[src/rtl/mc_control_unit_pkg.sv]
// Shared encodings for the multicycle control unit: opcodes, ALU operations,
// branch types, next-PC selects, operand selects and FSM state numbering.
package mc_control_unit_pkg;

  localparam logic [6:0] OP_R      = 7'b0110011;
  localparam logic [6:0] OP_IMM    = 7'b0010011;
  localparam logic [6:0] OP_LOAD   = 7'b0000011;
  localparam logic [6:0] OP_STORE  = 7'b0100011;
  localparam logic [6:0] OP_BRANCH = 7'b1100011;
  localparam logic [6:0] OP_JAL    = 7'b1101111;
  localparam logic [6:0] OP_JALR   = 7'b1100111;
  localparam logic [6:0] OP_SYSTEM = 7'b1110011;

  localparam logic [3:0] ALU_AND = 4'b0000;
  localparam logic [3:0] ALU_OR  = 4'b0001;
  localparam logic [3:0] ALU_ADD = 4'b0010;
  localparam logic [3:0] ALU_SUB = 4'b0110;
  localparam logic [3:0] ALU_XOR = 4'b1001;
  localparam logic [3:0] ALU_SLL = 4'b1010;
  localparam logic [3:0] ALU_SRL = 4'b1100;

  localparam logic [1:0] BT_BEQ = 2'b00;
  localparam logic [1:0] BT_BNE = 2'b01;
  localparam logic [1:0] BT_BLT = 2'b10;
  localparam logic [1:0] BT_BGE = 2'b11;

  localparam logic [1:0] PCS_PLUS4 = 2'b00;
  localparam logic [1:0] PCS_ALU   = 2'b01;
  localparam logic [1:0] PCS_JALR  = 2'b10;

  localparam logic       SRCA_PC   = 1'b0;
  localparam logic       SRCA_RS1  = 1'b1;
  localparam logic [1:0] SRCB_RS2  = 2'b00;
  localparam logic [1:0] SRCB_FOUR = 2'b01;
  localparam logic [1:0] SRCB_IMM  = 2'b10;

  typedef enum logic [2:0] {
    ST_IF   = 3'd0,
    ST_ID   = 3'd1,
    ST_EX   = 3'd2,
    ST_MEM  = 3'd3,
    ST_WB   = 3'd4,
    ST_HALT = 3'd5
  } state_e;

endpackage

[src/rtl/alu_op_decode.sv]
// Combinational decode of opcode/funct3/funct7[5] into the ALU operation and
// branch type used by the control unit in EX.
module alu_op_decode
  import mc_control_unit_pkg::*;
(
  input  logic [6:0] opcode,
  input  logic [2:0] funct3,
  input  logic       funct7_b5,
  output logic [3:0] alu_op,
  output logic [1:0] btype
);

  // Opcode/funct decode to ALU op and branch type.
  always_comb begin
    alu_op = ALU_ADD;
    btype  = BT_BEQ;
    case (opcode)
      OP_R, OP_IMM: begin
        case (funct3)
          3'b000: begin
            // SUB only exists for R-type; I-arith funct3 000 is always ADD.
            if ((opcode == OP_R) && funct7_b5) begin
              alu_op = ALU_SUB;
            end else begin
              alu_op = ALU_ADD;
            end
          end
          3'b111:  alu_op = ALU_AND;
          3'b110:  alu_op = ALU_OR;
          3'b100:  alu_op = ALU_XOR;
          3'b001:  alu_op = ALU_SLL;
          3'b101:  alu_op = ALU_SRL;
          default: alu_op = ALU_ADD;
        endcase
      end
      OP_BRANCH: begin
        alu_op = ALU_SUB;
        case (funct3)
          3'b000:  btype = BT_BEQ;
          3'b001:  btype = BT_BNE;
          3'b100:  btype = BT_BLT;
          3'b101:  btype = BT_BGE;
          default: btype = BT_BEQ;
        endcase
      end
      default: begin
        alu_op = ALU_ADD;
        btype  = BT_BEQ;
      end
    endcase
  end

endmodule

[src/rtl/mc_control_unit.sv]
// Multicycle RV32 control FSM (IF/ID/EX/MEM/WB/HALT); outputs decode from state,
// instr and the handshake inputs. Define ECALL_HALT_EN to enable ECALL halting.
module mc_control_unit
  import mc_control_unit_pkg::*;
(
  input  logic        clk,
  input  logic        reset,
  input  logic [31:0] instr,
  input  logic        mem_ready,
  input  logic        alu_bcond,
  input  logic        is_halt_reg,
  output logic [3:0]  alu_op,
  output logic [1:0]  btype,
  output logic        alu_src_a,
  output logic [1:0]  alu_src_b,
  output logic        pc_write,
  output logic        i_or_d,
  output logic        mem_read,
  output logic        mem_write,
  output logic        ir_write,
  output logic        reg_write,
  output logic        mem_to_reg,
  output logic [1:0]  pc_src,
  output logic        is_halted,
  output logic [2:0]  state_out
);

  state_e     state_q;
  state_e     state_d;
  logic [6:0] opcode_s;
  logic [3:0] dec_alu_op_s;
  logic [1:0] dec_btype_s;
  logic       op_r_s;
  logic       op_imm_s;
  logic       op_load_s;
  logic       op_store_s;
  logic       op_branch_s;
  logic       op_jal_s;
  logic       op_jalr_s;
  logic       op_exec_s;
  logic       halt_req_s;
  logic       unused_bits_s;

  assign opcode_s    = instr[6:0];
  assign op_r_s      = (opcode_s == OP_R);
  assign op_imm_s    = (opcode_s == OP_IMM);
  assign op_load_s   = (opcode_s == OP_LOAD);
  assign op_store_s  = (opcode_s == OP_STORE);
  assign op_branch_s = (opcode_s == OP_BRANCH);
  assign op_jal_s    = (opcode_s == OP_JAL);
  assign op_jalr_s   = (opcode_s == OP_JALR);
  assign op_exec_s   = op_r_s | op_imm_s | op_load_s | op_store_s |
                       op_branch_s | op_jal_s | op_jalr_s;

`ifdef ECALL_HALT_EN
  assign halt_req_s    = (opcode_s == OP_SYSTEM) & is_halt_reg;
  assign unused_bits_s = ^{instr[31], instr[29:15], instr[11:7]};
`else
  assign halt_req_s    = 1'b0;
  assign unused_bits_s = ^{instr[31], instr[29:15], instr[11:7], is_halt_reg};
`endif

  alu_op_decode u_alu_op_decode (
    .opcode    (opcode_s),
    .funct3    (instr[14:12]),
    .funct7_b5 (instr[30]),
    .alu_op    (dec_alu_op_s),
    .btype     (dec_btype_s)
  );

  // Next-state and per-state control outputs; everything idles low under reset.
  always_comb begin
    state_d    = state_q;
    alu_op     = ALU_AND;
    btype      = BT_BEQ;
    alu_src_a  = SRCA_PC;
    alu_src_b  = SRCB_RS2;
    pc_write   = 1'b0;
    i_or_d     = 1'b0;
    mem_read   = 1'b0;
    mem_write  = 1'b0;
    ir_write   = 1'b0;
    reg_write  = 1'b0;
    mem_to_reg = 1'b0;
    pc_src     = PCS_PLUS4;
    is_halted  = 1'b0;
    if (reset) begin
      state_d = ST_IF;
    end else begin
      case (state_q)
        ST_IF: begin
          mem_read = 1'b1;
          ir_write = mem_ready;
          if (mem_ready) begin
            state_d = ST_ID;
          end else begin
            state_d = ST_IF;
          end
        end
        ST_ID: begin
          if (halt_req_s) begin
            state_d = ST_HALT;
          end else if (op_exec_s) begin
            state_d = ST_EX;
          end else begin
            // Unknown opcodes and non-halting ECALLs retire here as a NOP.
            pc_write = 1'b1;
            pc_src   = PCS_PLUS4;
            state_d  = ST_IF;
          end
        end
        ST_EX: begin
          alu_op    = dec_alu_op_s;
          btype     = dec_btype_s;
          alu_src_a = op_jal_s ? SRCA_PC : SRCA_RS1;
          alu_src_b = (op_r_s | op_branch_s) ? SRCB_RS2 : SRCB_IMM;
          if (op_branch_s) begin
            pc_write = 1'b1;
            pc_src   = alu_bcond ? PCS_ALU : PCS_PLUS4;
            state_d  = ST_IF;
          end else if (op_load_s | op_store_s) begin
            state_d = ST_MEM;
          end else begin
            state_d = ST_WB;
          end
        end
        ST_MEM: begin
          i_or_d    = 1'b1;
          mem_read  = op_load_s;
          mem_write = op_store_s;
          if (!mem_ready) begin
            state_d = ST_MEM;
          end else if (op_store_s) begin
            pc_write = 1'b1;
            pc_src   = PCS_PLUS4;
            state_d  = ST_IF;
          end else begin
            state_d = ST_WB;
          end
        end
        ST_WB: begin
          reg_write  = 1'b1;
          mem_to_reg = op_load_s;
          pc_write   = 1'b1;
          if (op_jal_s) begin
            pc_src = PCS_ALU;
          end else if (op_jalr_s) begin
            pc_src = PCS_JALR;
          end else begin
            pc_src = PCS_PLUS4;
          end
          state_d = ST_IF;
        end
        ST_HALT: begin
`ifdef ECALL_HALT_EN
          is_halted = 1'b1;
          state_d   = ST_HALT;
`else
          state_d   = ST_IF;
`endif
        end
        default: begin
          state_d = ST_IF;
        end
      endcase
    end
  end

  // State register with synchronous reset to IF.
  always_ff @(posedge clk) begin
    if (reset) begin
      state_q <= ST_IF;
    end else begin
      state_q <= state_d;
    end
  end

  assign state_out = state_q;

endmodule

[config.mk]
export PLATFORM = sky130hd
export DESIGN_NAME = mc_control_unit
export DESIGN_NICKNAME = d
export VERILOG_FILES = /design/src/rtl/mc_control_unit_pkg.sv /design/src/rtl/alu_op_decode.sv /design/src/rtl/mc_control_unit.sv
export SDC_FILE = /design/constraint.sdc
export NUM_CORES = 1
export LEC_CHECK = 0
export CORE_MARGIN = 3
export CORE_UTILIZATION = 30
export CTS_CLUSTER_DIAMETER = 40
export DETAILED_ROUTE_END_ITERATION = 8
export PLACE_DENSITY = 0.89
export SETUP_SLACK_MARGIN = 0.15
export SKIP_CTS_REPAIR_TIMING = 1
export SYNTH_ARGS = -nofsm -noshare
export SYNTH_HDL_FRONTEND = slang
export SYNTH_HIERARCHICAL = 1
export SYNTH_SLANG_ARGS = --single-unit
[constraint.sdc]
create_clock -name clk -period 3.5 [get_ports clk]
set_input_delay 1.05 -clock clk [delete_from_list [all_inputs] [get_ports clk]]
set_output_delay 1.05 -clock clk [all_outputs]
set_load 0.05 [all_outputs]
==> results by group, run 1 <==
Worst setup path
  • End point of the critical path: mem_to_reg
  • Max Fanout on Critical Path: 4
  • Signal arrival time at the worst endpoint: 2380 ps
  • Sort of element at the end of the critical path: output pin
  • Startpoint-to-endpoint class of the critical path: in -> out
  • Sequence of cells on the critical path: buf_8 -> nand4bb_4 -> buf_6 -> or3_4 -> buf_6 -> nor3_4 -> buf_12
  • Endpoint of the worst-slack reg-to-reg timing path: state_out[1]
  • Master of the slowest instance on the critical path: sky130_fd_sc_hd__or3_4
  • Worst path bufs/invs: 4
  • Source of the critical timing path: instr[3]
  • Largest incremental delay on the critical path: 340 ps
  • Critical path's most frequent cell: sky130_fd_sc_hd__buf_6
  • Worst Reg-to-Reg Cells: 4
  • Required @ worst endpoint: 2450 ps
  • Count of cell instances traversed by the critical path: 7
  • Crit path max-delay family: simple AND/OR/NAND/NOR gates
  • CP startpoint kind: input port
  • Setup slack, reg-to-reg: 1920 ps
  • Reg-to-Reg Start: state_out[1]

Worst hold path
  • Min-Delay Path Class: reg -> reg

Logic synthesis
  • Mapped Cells: 81
  • Mean area per synthesized cell: 6.78 sq um
  • Flops & latches, synth: 3
  • Async S/R FF share, synth: 0
  • Number of different library cells in the post-synthesis netlist: 35
  • Number of synthesized flops with an enable pin: 0
  • Main synth FF type: sky130_fd_sc_hd__dfxtp_1
  • Yosys warning total: 6
  • Total standard cell area after synthesis: 549 sq um
  • Part of the Yosys area used for sequential elements: 0.109

Timing
  • Worst Hold Slack: 673 ps
  • Period utilisation layout: 0.980
  • RSZ-0062 raised after global routing: true
  • Peak Freq: 292 MHz
  • Hold Violations, Final: 0
  • Final sum of negative setup slack: 0 ps
  • Least setup slack across all paths after layout: 70.8 ps
  • Final critical-path required period: 3430 ps
  • Setup violation total in the final timing report: 0
  • Number of max-slew violations in the final report: 0
  • Final clock skew: 7.07 ps

Run
  • Reported max-cap violation count: 0

Routing
  • Vias per cell: 5.40
  • DRC errors left: 0
  • Wirelength, routed: 2580 um
  • Routed length per instance: 15.7 um
  • Routed vias: 885
  • Number of routed nets with antenna violations: 0
  • Number of iterations in the first detailed-routing pass: 4
  • DR iter-0 viols: 21

Cells and area
  • Flip-flop count of the largest register after layout: 3
  • Most common cell after layout, fill and taps aside: sky130_fd_sc_hd__buf_4
  • P&R area growth vs syn: 150%
  • Proportion of layout cells with a drive suffix above 1: 0.486
  • Number of nets in the layout: 178
  • Commonest non-fill, non-tap cells in the layout: sky130_fd_sc_hd__buf_4 (21), sky130_fd_sc_hd__buf_12 (17), sky130_fd_sc_hd__nand2_1 (9)
  • Diode count: 0
  • Filler Cells Inserted: 91
  • Final standard cell count with taps included and fillers excluded: 164

Global route
  • Via count of the first global-routing pass: 873
  • Final global-route overflow total: 0
  • Global-route wire length before repair: 3750 um
  • Aggregate global-route resource usage: 0.198
  • Number of antenna violations at the first check in global routing: 0
  • Maximum number of pins on one net before global-route repair: 13

Placed design
  • Routability Congestion: 0.823
  • Post-Place Cells: 156
  • Detailed Place HPWL: 1760 um
  • Worst setup slack after placement: -344 ps
  • # port buffers: 34

Power
  • Power per cell area: 140 nW/um^2
  • Peak supply drop: 0.0000976 V
  • Reported leakage power: 0.000632 uW
  • Sum of internal, switching and leakage power: 193 uW

Die
  • Core area: 1610 sq um
  • Effective utilization at floorplan: 0.341
  • Width of the die: 48.8 um
  • Total I/O pin count: 59
  • Floorplan row count: 14
  • Area enclosed by the die boundary: 2380 sq um
  • Die extent in y: 48.8 um

Clock network
  • H-tree lvl count: 1
  • Clk Latency, worst-skew pair: 250 ps
  • Clock-pin slew on the worst setup and hold paths: 40 ps
  • Inserted Clock Buffers: 3
  • Clock sink count: 3
  • Max Buffers Root-to-Sink: 2
  • Root Buffer: sky130_fd_sc_hd__clkbuf_4
  • TritonCTS clock tree: yes

Status
  • Outcome: finished clean
worst reg2reg max path, cell delays in order (launching register included):
cell and delay, ps:
sky130_fd_sc_hd__dfxtp_1 530, sky130_fd_sc_hd__nor2b_1 480, sky130_fd_sc_hd__nand2_1 240, sky130_fd_sc_hd__nor2_1 170
sky130_fd_sc_hd__a41o_1 120
kinds of logic after synthesis:
logic type             Yosys count  synth area share
flip-flops                       3             0.109
other                            1           0.00683
XOR/XNOR                         1            0.0159
AND/OR/NAND/NOR                 54             0.636
buffers and inverters            8            0.0729
AO/OA/AOI/OAI                   14             0.159
metal layers:
metal,up-vias,track usage,share of wire
met5,-,0,0
met4,0,0.114,0.035
met3,13,0.0520,0.083
met2,62,0.364,0.53
met1,401,0.199,0.35
li1,409,-,-
synth_stat cells (2+ instances only):
library cell,instances,share of area
sky130_fd_sc_hd__a21oi_1,5,0.046
sky130_fd_sc_hd__and2_1,4,0.046
sky130_fd_sc_hd__and3_1,6,0.068
sky130_fd_sc_hd__buf_2,2,0.018
sky130_fd_sc_hd__buf_4,2,0.027
sky130_fd_sc_hd__dfxtp_1,3,0.11
sky130_fd_sc_hd__inv_1,3,0.020
sky130_fd_sc_hd__nand2_1,10,0.068
sky130_fd_sc_hd__nand2b_1,3,0.034
sky130_fd_sc_hd__nand3_1,2,0.018
sky130_fd_sc_hd__nand4b_1,3,0.048
sky130_fd_sc_hd__nor2_1,8,0.055
sky130_fd_sc_hd__nor2b_1,2,0.023
sky130_fd_sc_hd__nor3_1,4,0.036
sky130_fd_sc_hd__nor4_1,2,0.023
sky130_fd_sc_hd__o21ai_0,3,0.027
worst min-delay path by stage:
| stage | end | slack (ps) | depth (start not counted) | from |
|---|---|---|---|---|
| final | state_out[2] | 670 | 2 | state_out[1] |
| after global routing | state_out[2] | 720 | 2 | state_out[1] |
| after CTS | state_out[2] | 610 | 2 | state_out[1] |
| after detailed placement | state_out[2] | 600 | 2 | state_out[1] |
| after global placement | state_out[2] | 590 | 2 | state_out[1] |
| after floorplan | state_out[2] | 850 | 3 | state_out[1] |
cell type report:
cell class,instances,area [sq um],share of cell area
repair buffers,59,713,0.519
multi-input cells,71,533,0.388
flip-flops and latches,3,60.1,0.0437
well taps,24,30.0,0.0219
clock buffers,4,26.3,0.0191
inverters,3,11.3,0.00820
report_power, final:
part	switching [uW]	total [uW]	internal, uW	leakage [uW]
Clock	24.3	67.4	43.1	0.0000150
Sequential	2.71	37.8	35.1	0.0000244
Combinational	45.6	87.7	42.1	0.000592
Total	72.6	193	120	0.000632
metrics by stage:
| stage | instance area (sq um) | util |
|---|---|---|
| global placement | 1270 | 0.786 |
| CTS | 1290 | 0.803 |
| floorplan | 598 | - |
| global route | 1370 | 0.852 |
| detailed placement | 1270 | 0.786 |
| finish | 1370 | 0.852 |
Power figures use the tool's default switching activity.
==> run 2: changes to the inputs <==
--- a/config.mk
+++ b/config.mk
@@ -5,13 +5,16 @@
 export SDC_FILE = /design/constraint.sdc
 export NUM_CORES = 1
 export LEC_CHECK = 0
+export CORE_ASPECT_RATIO = 0.8
 export CORE_MARGIN = 3
-export CORE_UTILIZATION = 30
+export CORE_UTILIZATION = 31
+export CTS_BUF_LIST = sky130_fd_sc_hd__clkbuf_4
 export CTS_CLUSTER_DIAMETER = 40
 export DETAILED_ROUTE_END_ITERATION = 8
-export PLACE_DENSITY = 0.89
+export PLACE_DENSITY = 0.91
 export SETUP_SLACK_MARGIN = 0.15
 export SKIP_CTS_REPAIR_TIMING = 1
+export SLEW_MARGIN = 10
 export SYNTH_ARGS = -nofsm -noshare
 export SYNTH_HDL_FRONTEND = slang
 export SYNTH_HIERARCHICAL = 1
==> run 2 against run 1 <==
Wire length up 19%; fmax fell by 0.28%; power rose by 6.0%; global-route usage increased by 2.8 points; critical path depth decreased by 1; sequential share of layout area about the same; worst setup slack worse by 9.7 ps; clock power is 13% higher; sequential power is essentially flat; design area is 0.45% higher.
==> results by group, run 2 (synthesis gave the netlist of run 1 again) <==
Routing
  • Wirelength, routed: 3050 um (+19%)
  • Number of iterations in the first detailed-routing pass: 4 (unchanged)
  • Routed length per instance: 19.1 um (+21%)
  • Routed vias: 927 (+4.7%)
  • DRC errors left: 0 (unchanged)
  • Number of routed nets with antenna violations: 0 (unchanged)
  • Vias per cell: 5.79 (+7.4%)
  • DR iter-0 viols: 48 (+130%)

Cells and area
  • Most common cell after layout, fill and taps aside: sky130_fd_sc_hd__buf_4
  • Core utilization of the finished layout: 0.910 (+0.0576)
  • Proportion of layout cells with a drive suffix above 1: 0.504 (+0.0179)
  • Diode count: 0 (unchanged)
  • P&R area growth vs syn: 151%
  • Post-route standard cell area excluding fillers: 1380 sq um (+0.45%)
  • Number of nets in the layout: 177 (-0.56%)
  • Flip-flop count of the largest register after layout: 3 (unchanged)
  • Filler Cells Inserted: 56 (-38%)
  • Commonest non-fill, non-tap cells in the layout: sky130_fd_sc_hd__buf_4 (20), sky130_fd_sc_hd__buf_12 (17), sky130_fd_sc_hd__nand2_1 (8)

Clock network
  • TritonCTS clock tree: yes
  • Clock-pin slew on the worst setup and hold paths: 40 ps (about the same)
  • Max Buffers Root-to-Sink: 2 (unchanged)
  • Clk Latency, worst-skew pair: 250 ps (about the same)
  • Inserted Clock Buffers: 3 (unchanged)
  • H-tree lvl count: 1 (unchanged)
  • Clock sink count: 3 (unchanged)
  • Root Buffer: sky130_fd_sc_hd__clkbuf_4

Timing
  • Hold Violations, Final: 0 (unchanged)
  • Least-Margin Pin Slew: 623 ps
  • RSZ-0062 raised after global routing: true
  • Final clock skew: 2.36 ps (-4.71 ps)
  • Number of max-slew violations in the final report: 0 (unchanged)
  • Peak Freq: 291 MHz (-0.28%)
  • Final critical-path required period: 3440 ps (+9.67 ps)
  • Period utilisation layout: 0.983 (+0.00276)
  • Setup violation total in the final timing report: 0 (unchanged)
  • Max transition margin: 0.584

Run
  • Reported max-cap violation count: 0 (unchanged)

Global route
  • Layer with the highest usage: met2
  • Via count of the first global-routing pass: 836 (-4.2%)
  • Number of antenna violations at the first check in global routing: 0 (unchanged)
  • Global-route wire length before repair: 3930 um (+4.6%)
  • Maximum number of pins on one net before global-route repair: 13 (unchanged)
  • Met2 track demand over resource: 0.406 (+0.0417)
  • Aggregate global-route resource usage: 0.226 (+0.0278)
  • Met1 track demand over resource: 0.245 (+0.0469)
  • Final global-route overflow total: 0 (unchanged)
  • GR Layer Usage met3: 0.0653 (+0.0133)

Die
  • Total I/O pin count: 59 (unchanged)
  • Area enclosed by the die boundary: 2320 sq um (-2.7%)
  • Effective utilization at floorplan: 0.362 (+0.0214)
  • Core area: 1520 sq um (-5.9%)
  • Die extent in y: 43.7 um (-11%)
  • Width of the die: 53.1 um (+8.8%)
  • Floorplan row count: 12 (-2)

Power
  • Internal Pwr Total: 128 uW (+6.4%)
  • Sum of internal, switching and leakage power: 204 uW (+6.0%)
  • Peak supply drop: 0.000158 V (+62%)
  • Clock Power Share: 0.371 (+0.022)
  • Combinational share of power: 0.443 (-0.011)
  • Switching share of power: 0.374 (-0.00234)
  • Proportion of power drawn by flip-flops and latches: 0.186 (-0.010)
  • Power per cell area: 148 nW/um^2 (+5.5%)
  • Total net switching power: 76.5 uW (+5.3%)
  • Reported leakage power: 0.000638 uW (+1.1%)

Worst setup path
  • Worst path bufs/invs: 2 (-2)
  • Sequence of cells on the critical path: clkbuf_2 -> nand4b_1 -> nor2_2 -> nand4b_1 -> a211oi_4 -> buf_12
  • Max Fanout on Critical Path: 3 (-1)
  • Master of the slowest instance on the critical path: sky130_fd_sc_hd__a211oi_4
  • Critical path's most frequent cell: sky130_fd_sc_hd__nand4b_1
  • Signal arrival time at the worst endpoint: 2390 ps (about the same)
  • Startpoint-to-endpoint class of the critical path: in -> out
  • Crit path max-delay family: simple AND/OR/NAND/NOR gates
  • Required @ worst endpoint: 2450 ps (about the same)
  • Sort of element at the end of the critical path: output pin
  • Largest incremental delay on the critical path: 370 ps (+30 ps)
  • CP startpoint kind: input port

Status
  • Outcome: finished clean

Placed design
  • Routability Congestion: 0.861 (+4.6%)
  • Cell area after placement: 1240 sq um (-2.1%)
  • Detailed Place HPWL: 2010 um (+14%)
  • # port buffers: 34 (unchanged)

Worst hold path
  • Min-Delay Path Class: reg -> reg
## run 2: changes by cell type in the layout (fill, tap and decap cells not counted), sizes merged
cell | previous run | this run
buf | 43 | 42
## run 2: final timing paths
| kind | startpoint | endpoint | slack (ps) | cells after the start |
|---|---|---|---|---|
| max | instr[4] | pc_src[0] | 60 | 6 |
| min | state_out[1] | state_out[2] | 670 | 2 |
| max reg2reg | state_out[1] | state_out[1] | 1710 | 4 |
| min reg2reg | state_out[1] | state_out[2] | 670 | 2 |
## run 2: per-stage QoR
| step | setup TNS, ps | worst slack (ps) | hold slack, ps | cells |
|---|---|---|---|---|
| finish | 0 | 61.2 | 674 | 160 |
| global route | 0 | 8.96 | 724 | 160 |
| floorplan | -275 | -275 | 851 | 82 |
| CTS | -2330 | -368 | 625 | 154 |
| global placement | -1250 | -200 | 587 | 150 |
| detailed placement | -2140 | -359 | 613 | 150 |
## run 2: layer usage
| layer | up-vias | share of wire |
|---|---|---|
| met3 | 14 | 0.11 |
| met5 | - | 0 |
| li1 | 407 | - |
| met2 | 72 | 0.45 |
| met4 | 0 | 0.040 |
| met1 | 434 | 0.40 |
## run 2: layout make-up
type,instances,area [sq um],share of cell area
multi-input combinational,71,547,0.396
tap,21,26.3,0.0190
timing repair buffer,58,706,0.511
clock buffer,4,30.0,0.0218
inverter,3,11.3,0.00816
sequential,3,60.1,0.0435
## run 2: power groups by stage
stage	clock, uW	combinational, uW	sequential, uW
after CTS	72.7	84.1	37.9
after floorplan	0	33.8	39.0
after global routing	80.5	94.8	38.3
final	75.9	90.6	38.0
after global placement	0	79.9	38.2
after detailed placement	0	83.5	38.4
## run 2: tightest hold or removal path: stages, from the launching register on
cell and delay (ps):
sky130_fd_sc_hd__dfxtp_1 430, sky130_fd_sc_hd__nand3_1 140, sky130_fd_sc_hd__a21oi_1 50
